## src/rtl/mem_island_check_pkg.sv

```systemverilog
// Shared types and helpers for the memory-island check controller.
package mem_island_check_pkg;

   // Run sequencing states; encoding is visible on state_o.
   typedef enum logic [1:0] {
      IDLE  = 2'd0,
      RUN   = 2'd1,
      DRAIN = 2'd2,
      DONE  = 2'd3
   } state_e;

   // Saturating add for counters up to 32 bits wide. Bit 32 of the result
   // flags that the true sum did not fit in w bits; bits [31:0] hold the
   // clamped value (all ones in the low w bits when saturated).
   function automatic logic [32:0] sat_add(input logic [31:0] a,
                                           input logic [31:0] b,
                                           input int unsigned w);
      logic [32:0] sum;
      logic [32:0] max_val;
      sum     = {1'b0, a} + {1'b0, b};
      max_val = (33'd1 << w) - 33'd1;
      if ((sum >> w) != 33'd0) begin
         return {1'b1, max_val[31:0]};
      end
      return {1'b0, sum[31:0]};
   endfunction

endpackage

```

## src/rtl/mem_island_check_ctrl_popcount.sv

```systemverilog
// Counts the set bits of a requester vector.
module mem_island_check_ctrl_popcount #(
   parameter int Width  = 6,
   parameter int CountW = $clog2(Width + 1)
) (
   input  logic [Width-1:0]  bits,
   output logic [CountW-1:0] count
);

   logic [CountW-1:0] bit_ext [Width];

   // Zero-extend each bit so the sum below runs at full count width.
   for (genvar gi = 0; gi < Width; gi++) begin : g_ext
      assign bit_ext[gi] = CountW'(bits[gi]);
   end

   // Plain adder chain; the tool balances it.
   always_comb begin
      count = '0;
      for (int i = 0; i < Width; i++) begin
         count = count + bit_ext[i];
      end
   end

endmodule

```

## src/rtl/mem_island_check_ctrl.sv

```systemverilog
// Hardware pass/fail controller for the memory-island compare bench:
// sequences IDLE/RUN/DRAIN/DONE, counts mismatches and runs a watchdog.
module mem_island_check_ctrl
   import mem_island_check_pkg::*;
#(
   parameter int NumReq        = 6,
   parameter int CntWidth      = 16,
   parameter int TimeoutCycles = 100000,
   parameter int DrainCycles   = 8
) (
   input  logic                clk_i,
   input  logic                rst_i,
   input  logic                start_i,
   input  logic [NumReq-1:0]   mismatch_i,
   input  logic [NumReq-1:0]   end_of_sim_i,
   input  logic [NumReq-1:0]   busy_i,
   output logic [CntWidth-1:0] err_cnt_o,
   output logic                err_sat_o,
   output logic [NumReq-1:0]   err_mask_o,
   output logic [1:0]          state_o,
   output logic                done_o,
   output logic                pass_o,
   output logic                timeout_o
);

   localparam int PopW  = $clog2(NumReq + 1);
   localparam int WdW   = $clog2(TimeoutCycles + 1);
   localparam int IdleW = $clog2(DrainCycles + 1);

   localparam logic [WdW-1:0]   WdLast   = WdW'(TimeoutCycles - 1);
   localparam logic [IdleW-1:0] IdleLast = IdleW'(DrainCycles - 1);

   state_e              state_reg,    state_next;
   logic [CntWidth-1:0] err_cnt_reg,  err_cnt_next;
   logic                err_sat_reg,  err_sat_next;
   logic [NumReq-1:0]   err_mask_reg, err_mask_next;
   logic [NumReq-1:0]   seen_reg,     seen_next;
   logic [WdW-1:0]      wd_cnt_reg,   wd_cnt_next;
   logic [IdleW-1:0]    idle_cnt_reg, idle_cnt_next;
   logic                done_reg,     done_next;
   logic                pass_reg,     pass_next;
   logic                timeout_reg,  timeout_next;

   logic [PopW-1:0]     pop;
   logic [CntWidth:0]   sum_wide;

   mem_island_check_ctrl_popcount #(
      .Width  (NumReq),
      .CountW (PopW)
   ) u_popcount (
      .bits  (mismatch_i),
      .count (pop)
   );

   // One extra bit on the adder; its carry means the count overflowed.
   assign sum_wide = {1'b0, err_cnt_reg} + (CntWidth + 1)'(pop);

   // Next-state, counter and status computation.
   always_comb begin
      state_next    = state_reg;
      err_cnt_next  = err_cnt_reg;
      err_sat_next  = err_sat_reg;
      err_mask_next = err_mask_reg;
      seen_next     = seen_reg;
      wd_cnt_next   = wd_cnt_reg;
      idle_cnt_next = idle_cnt_reg;
      timeout_next  = timeout_reg;

      case (state_reg)
         IDLE, DONE: begin
            if (start_i) begin
               state_next    = RUN;
               err_cnt_next  = '0;
               err_sat_next  = 1'b0;
               err_mask_next = '0;
               seen_next     = '0;
               wd_cnt_next   = '0;
               idle_cnt_next = '0;
               timeout_next  = 1'b0;
            end
         end
         RUN: begin
            seen_next = seen_reg | end_of_sim_i;
            if ((seen_reg | end_of_sim_i) == '1) begin
               state_next = DRAIN;
            end
         end
         DRAIN: begin
            if (busy_i != '0) begin
               idle_cnt_next = '0;
            end else begin
               idle_cnt_next = idle_cnt_reg + 1'b1;
               if (idle_cnt_reg == IdleLast) begin
                  state_next = DONE;
               end
            end
         end
         default: state_next = IDLE;
      endcase

      // Error accounting and watchdog only while a run is live.
      if (state_reg == RUN || state_reg == DRAIN) begin
         err_mask_next = err_mask_reg | mismatch_i;
         if (sum_wide[CntWidth]) begin
            err_cnt_next = '1;
            err_sat_next = 1'b1;
         end else begin
            err_cnt_next = sum_wide[CntWidth-1:0];
         end
         wd_cnt_next = wd_cnt_reg + 1'b1;
         if (wd_cnt_reg == WdLast) begin
            state_next   = DONE;
            timeout_next = 1'b1;
         end
      end

      // Verdict uses the post-edge count so a last-cycle mismatch fails the run.
      done_next = (state_next == DONE);
      pass_next = (state_next == DONE) && (err_cnt_next == '0) && !timeout_next;
   end

   // State and all outputs registered; asynchronous clear aborts any run.
   always_ff @(posedge clk_i or posedge rst_i) begin
      if (rst_i) begin
         state_reg    <= IDLE;
         err_cnt_reg  <= '0;
         err_sat_reg  <= 1'b0;
         err_mask_reg <= '0;
         seen_reg     <= '0;
         wd_cnt_reg   <= '0;
         idle_cnt_reg <= '0;
         done_reg     <= 1'b0;
         pass_reg     <= 1'b0;
         timeout_reg  <= 1'b0;
      end else begin
         state_reg    <= state_next;
         err_cnt_reg  <= err_cnt_next;
         err_sat_reg  <= err_sat_next;
         err_mask_reg <= err_mask_next;
         seen_reg     <= seen_next;
         wd_cnt_reg   <= wd_cnt_next;
         idle_cnt_reg <= idle_cnt_next;
         done_reg     <= done_next;
         pass_reg     <= pass_next;
         timeout_reg  <= timeout_next;
      end
   end

   assign err_cnt_o  = err_cnt_reg;
   assign err_sat_o  = err_sat_reg;
   assign err_mask_o = err_mask_reg;
   assign state_o    = state_reg;
   assign done_o     = done_reg;
   assign pass_o     = pass_reg;
   assign timeout_o  = timeout_reg;

endmodule

```

## config.mk

```make
export PLATFORM = sky130hd
export DESIGN_NAME = mem_island_check_ctrl
export DESIGN_NICKNAME = d
export VERILOG_FILES = /design/src/rtl/mem_island_check_pkg.sv /design/src/rtl/mem_island_check_ctrl_popcount.sv /design/src/rtl/mem_island_check_ctrl.sv
export SDC_FILE = /design/constraint.sdc
export NUM_CORES = 1
export LEC_CHECK = 0
export ABC_AREA = 1
export ABC_CLOCK_PERIOD_IN_PS = 2400
export CORE_ASPECT_RATIO = 1.2
export CORE_MARGIN = 2
export CORE_UTILIZATION = 40
export DETAILED_ROUTE_END_ITERATION = 12
export PLACE_DENSITY = 0.64
export SYNTH_ARGS = -nofsm -noshare
export SYNTH_HDL_FRONTEND = slang
export SYNTH_HIERARCHICAL = 1
export SYNTH_SLANG_ARGS = --single-unit
```

## constraint.sdc

```tcl
create_clock -name clk_i -period 2.4 [get_ports clk_i]
set_input_delay 0.72 -clock clk_i [delete_from_list [all_inputs] [get_ports clk_i]]
set_output_delay 0.72 -clock clk_i [all_outputs]
set_load 0.005 [all_outputs]
```

==> results of run 1 <==
==> where the power goes <==
group          leakage (µW)  internal [µW]  switching [µW]
clock             0.0000505            263             311
combinational       0.00136            829            1000
sequential         0.000730           1120             173
total               0.00214           2220            1490
==> cells in the mapped netlist (2+ instances only) <==
cell	number
xor2_1	2
nand4_1	10
ha_1	8
clkinv_2	2
fa_1	4
nor3_2	2
nor3_1	4
or2_2	2
o211ai_1	2
mux2i_1	2
inv_1	56
nor2_4	3
nand2_1	113
o21ai_1	2
nor2_1	51
nand3b_1	2
a21oi_1	20
a21oi_2	2
o22ai_1	3
o21ai_0	22
nand2_4	2
nand3_2	4
buf_2	6
nand2_2	6
dfrtp_1	55
nand3_1	41
nor2_2	5
==> per-stage QoR <==
step | power (µW) | cell area, µm² | hold WS [ns]
2_1_floorplan | 2327 | 3390 | 0.4537
3_5_place_dp | 2995 | 4159 | 0.4864
6_report | 3701 | 4467 | 0.5038
4_1_cts | 3647 | 4365 | 0.5064
5_1_grt | 3996 | 4467 | 0.5317
3_3_place_gp | 2957 | 4159 | 0.4700
==> worst max path at each step <==
stage | end | slack (ns) | cells past startpoint | start
floorplan | pass_o | -1.23 | 19 | mismatch_i[3]
finish | pass_o | -1.27 | 18 | mismatch_i[1]
global route | pass_o | -1.44 | 18 | mismatch_i[1]
detailed placement | pass_o | -2.07 | 18 | mismatch_i[3]
CTS | pass_o | -1.32 | 19 | mismatch_i[3]
global placement | pass_o | -2.03 | 18 | mismatch_i[3]
==> area by class of cell <==
| class | count | area, µm² |
|---|---|---|
| clock inverters | 1 | 7.507 |
| inverters | 60 | 244.0 |
| flip-flops and latches | 55 | 1376 |
| well taps | 95 | 118.9 |
| repair buffers | 81 | 795.8 |
| clock buffers | 7 | 96.34 |
| multi-input cells | 318 | 1828 |
| fillers | 764 | 3596 |
==> logic make-up after synthesis <==
kind of cell	count (synthesis)
adder cells (fa/ha/maj)	12
buffers and inverters	68
XOR/XNOR	2
flip-flops	55
AO/OA/AOI/OAI	54
AND/OR/NAND/NOR	247
multiplexers	2
==> repair_timing <==
item                       in CTS  in global routing
gates cloned                    1                  0
pin swaps                      12                 20
buffers inserted                5                  5
setup endpoints to repair      18                 18
gates resized for setup        27                 22
==> routing by layer <==
layer | vias up | wire length, µm
met1 | 1509 | 3671
met2 | 81 | 4387
li1 | 1572 | -
met3 | 10 | 278
met5 | - | 0
met4 | 0 | 93
==> flow_summary.ini, run 1 <==
[sta]
rsz0062_at_grt = true
max_freq_ghz = 0.2721
hold_viol = 0
relSlewSlack_pct = 62.08
fin_ws_ns = -1.275
clock_skew_ns = 0.01115
finalSetupViolations = 18
maxSlewViolCount = 0
finalCriticalPeriod_ns = 3.675
period_share_pct = 153.1
worst_slew_pin_slew_ns = 0.5629
fin_tns_setup_ns = -18.85

[synthesis]
muxShareOfSynthArea_pct = 0.6045
synthArstFlopShare_pct = 100.0
ys_seq_area_share_pct = 41.56
synth_cells = 440
syn-num-nets = 473
ys_ff_latch = 55
synth_area_leader_cell = dfrtp_1
synth_cell_type_count = 36
syn_area_um2 = 3312
synth_edf_count = 0
yosys.area_share.simple_pct = 34.61
synth_top_area_share_pct = 41.56
synth_area_leaders = dfrtp_1, nand2_1, inv_1
syn_avg_cell_area_um2 = 7.527
synthAdderAreaFrac_pct = 5.440
synthFlopType = dfrtp_1
synth_top_family_by_area = simple AND/OR/NAND/NOR gates
synth_compound_area_share_pct = 8.954
yosys_warnings = 6
synth_xor_area_share_pct = 0.5289

[worst_setup_path]
worstPathRequired_ns = 2.65
r2r_cells = 14
worstPathArrival_ns = 3.92
crit_family = adder cells
worst-path-buf-inv = 3
crit_path_cell_trace = buf_8 > inv_4 > fa_1 > fa_1 > inv_1 > ha_2 > fa_1 > fa_2 > or2_4 > nand3_4 > nand2_2 > nor2_2 > nand2_1 > nor2_2 > nand3_1 > nor2_1 > nand2_1 > nor2_2
r2r_start = state_o[0]
cp-start-kind = input pin
end_kind = register
path_class = input pin to register
critical-path-slowest-cell = fa_1
crit_fanout = 3
critPathMaxStageDelay_ns = 0.50
r2r_slack_ns = 0.17
reg2reg_to = pass_o

[min_path]
hold_class = register to register
hold_depth = 1
hold_start = wd_cnt_reg[10]
min_to = wd_cnt_reg[10]

[die]
start_util_pct = 41.08
die_area_um2 = 9027
io_pins = 49
rows = 36
die_h_um = 103.7
die_w_um = 87.07
design.core.area_um2 = 8063

[global_routing]
grt_pass1_vias = 3157
met2_usage_pct = 33.70
globalRouteOverflowTotal = 0
grt.met1_usage_pct = 24.69
grt_pass1_wl_mm = 14.24
use_met3_pct = 2.311
antenna_found_initial = 0
grt.total_usage_pct = 19.18
grt_busiest_layer = met2
grt_max_degree = 43

[cells_and_area]
final_cell_mix = nand2_1, dfrtp_1, inv_1, nor2_1, clkdlybuf4s50_1
area_delta_synth_final_pct = 34.87
largest_reg_flops = 17
layoutNonFillerInstCount = 617
drive_above_1_share_pct = 20.88
antennaDiodeCount = 0
fin_nets = 554
utilization_pct = 55.40
final_common_cell = nand2_1

[pwr]
power_density_nw_per_um2 = 828.6
leakagePower_uw = 0.002138
ir_drop_mv = 0.4679

[clock_network]
cts_sinks = 55
cts_tree = done
clk_latency_ns = 0.31
clkTransAtPathRegs_ns = 0.10
cts_hold_buffers = 0
clk_path_buf_depth = 2
numCtsBuffers = 5
clock-root-buffer = clkbuf_8
h-tree-depth = 2

[placed_design]
portBuffers = 48
place_congestion = 0.9121
dp_slack_ns = -2.075
dp_cells = 602
hpwl_mm = 6.113

[drt]
wl_per_cell_um = 13.67
drc = 0
detail-route-antenna-nets = 0
dr.pass1.iters = 6
avgViaCountPerCell = 5.141
vias = 3172
routed_wl_mm = 8.432
initialDrtViolationCount = 149

[run_status]
violations = setup timing
status = complete, but fails checks

[run]
maxCapViolCount = 0
Power figures use the tool's default switching activity.
==> run 2: changes to the inputs <==
--- a/config.mk
+++ b/config.mk
@@ -8,7 +8,7 @@
 export ABC_AREA = 1
 export ABC_CLOCK_PERIOD_IN_PS = 2400
 export CORE_ASPECT_RATIO = 1.2
-export CORE_MARGIN = 2
+export CORE_MARGIN = 4
 export CORE_UTILIZATION = 40
 export DETAILED_ROUTE_END_ITERATION = 12
 export PLACE_DENSITY = 0.64
==> flow_summary.ini, run 2 (synthesis results as in run 1) <==
[worst_setup_path]
crit_fanout = 8
crit_path_cell_trace = buf_8 > inv_4 > fa_1 > fa_1 > inv_1 > ha_2 > fa_2 > fa_2 > nand3_2 > nand2_4 > nand3_4 > nor2_4 > buf_6 > a21oi_2 > nand2_2 > nor2_1 > nand2_1 > nor2_2
reg2reg_to = pass_o
r2r_slack_ns = 0.14
worstPathArrival_ns = 3.85
r2r_start = state_o[0]
critical-path-slowest-cell = fa_1
r2r_cells = 14
worstPathRequired_ns = 2.66
path_class = input pin to register
critPathMaxStageDelay_ns = 0.54
cp-start-kind = input pin
end_kind = register

[sta]
maxSlewViolCount = 0
period_share_pct = 149.9
finalCriticalPeriod_ns = 3.597
clock_skew_ns = 0.01056
hold_slack_ns = 0.5064
relSlewSlack_pct = 64.87
finalSetupViolations = 18
rsz0062_at_grt = true
hold_viol = 0
max_freq_ghz = 0.2780
fin_tns_setup_ns = -18.30
worst_slew_pin_slew_ns = 0.5214
fin_ws_ns = -1.197

[drt]
vias = 3159
detail-route-antenna-nets = 0
initialDrtViolationCount = 113
wl_per_cell_um = 13.23
avgViaCountPerCell = 5.063
dr.pass1.iters = 4
routed_wl_mm = 8.256
drc = 0

[die]
io_pins = 49
design.core.area_um2 = 8108
rows = 36
start_util_pct = 40.85
die_w_um = 91.07
die_h_um = 107.7
die_area_um2 = 9806

[clock_network]
clock-root-buffer = clkbuf_8
clkTransAtPathRegs_ns = 0.10
numCtsBuffers = 5
cts_tree = done
clk_latency_ns = 0.31
cts_sinks = 55
clk_path_buf_depth = 2
h-tree-depth = 2

[cells_and_area]
final_common_cell = nand2_1
area_delta_synth_final_pct = 37.51
layoutNonFillerInstCount = 624
antennaDiodeCount = 0
drive_above_1_share_pct = 21.93
largest_reg_flops = 17
fillers = 744
fin_nets = 561
final_cell_mix = nand2_1, dfrtp_1, inv_1, nor2_1, clkdlybuf4s50_1

[min_path]
hold_class = register to register
hold_start = wd_cnt_reg[9]
hold_depth = 1
min_to = wd_cnt_reg[9]

[global_routing]
grt_pass1_vias = 3057
grt_max_degree = 25
grt.total_usage_pct = 17.41
grt_pass1_wl_mm = 14.03
globalRouteOverflowTotal = 0
antenna_found_initial = 0

[pwr]
leakagePower_uw = 0.002209
pwr-share-clk_pct = 18.9
swShare_pct = 37.96
switchingPower_uw = 1455
power_density_nw_per_um2 = 841.7
p_int_uw = 2378
p_comb_share_pct = 47.2
pwr-share-seq_pct = 33.9
ir_drop_mv = 0.4938

[placed_design]
portBuffers = 48
place_congestion = 0.8666
hpwl_mm = 6.182
dp_cells = 607

[run_status]
violations = setup timing
status = complete, but fails checks

[run]
maxCapViolCount = 0
## run 2: worst max-delay path: cells and delay by family
kind / cells / cell delay, ns
AND/OR/NAND/NOR: 8 / 0.73
buffers and inverters: 4 / 0.31
adder cells (fa/ha/maj): 5 / 1.96
AO/OA/AOI/OAI: 1 / 0.14
## run 2: worst max-delay path by stage
stage,start,end,slack [ns],depth (start not counted)
5_1_grt,mismatch_i[1],pass_o,-1.37,19
4_1_cts,mismatch_i[3],pass_o,-1.28,18
3_5_place_dp,mismatch_i[3],pass_o,-2.08,18
6_report,mismatch_i[1],pass_o,-1.20,18
3_3_place_gp,mismatch_i[3],pass_o,-2.04,17
2_1_floorplan,mismatch_i[3],pass_o,-1.23,19
## run 2: metrics by stage
stage / setup slack (ns) / utilization, % / power [µW] / instance area [µm²]
2_1_floorplan: -1.231 / - / 2327 / 3390
3_3_place_gp: -2.039 / 51.76 / 2976 / 4197
3_5_place_dp: -2.081 / 51.76 / 3010 / 4197
4_1_cts: -1.278 / 54.48 / 3790 / 4417
5_1_grt: -1.368 / 56.17 / 4138 / 4554
6_report: -1.197 / 56.17 / 3833 / 4554
## run 2: area by class of cell
class	count	area [µm²]	area share [%]
Clock buffer	6	72.57	1.593
Clock inverter	2	60.06	1.319
Tap cell	95	118.9	2.610
Inverter	60	251.5	5.522
Multi-Input combinational cell	318	1843	40.47
Sequential cell	55	1376	30.22
Timing Repair Buffer	88	832.0	18.27
## run 2: power groups by stage
stage	Sequential [µW]	Combinational [µW]	Clock, µW
final	1300	1810	724
after global routing	1330	2020	782
after CTS	1300	1750	747
after detailed placement	1310	1700	0
after global placement	1310	1670	0
after floorplan	1290	1040	0
## run 2: per-layer routing
metal	share of wire, %	vias up	global-route usage (%)
met1	45	1505	21.93
met5	0	-	0
li1	-	1594	-
met4	1.0	0	4.957
met3	3.4	6	3.077
met2	51	54	30.56
## run 2: timing repair
item,4_1_cts,5_1_grt
cloned,1,0
setup buffers,5,8
pin swaps,21,24
setup endpoints to repair,18,18
hold buffers,0,0
gates resized for setup,34,20
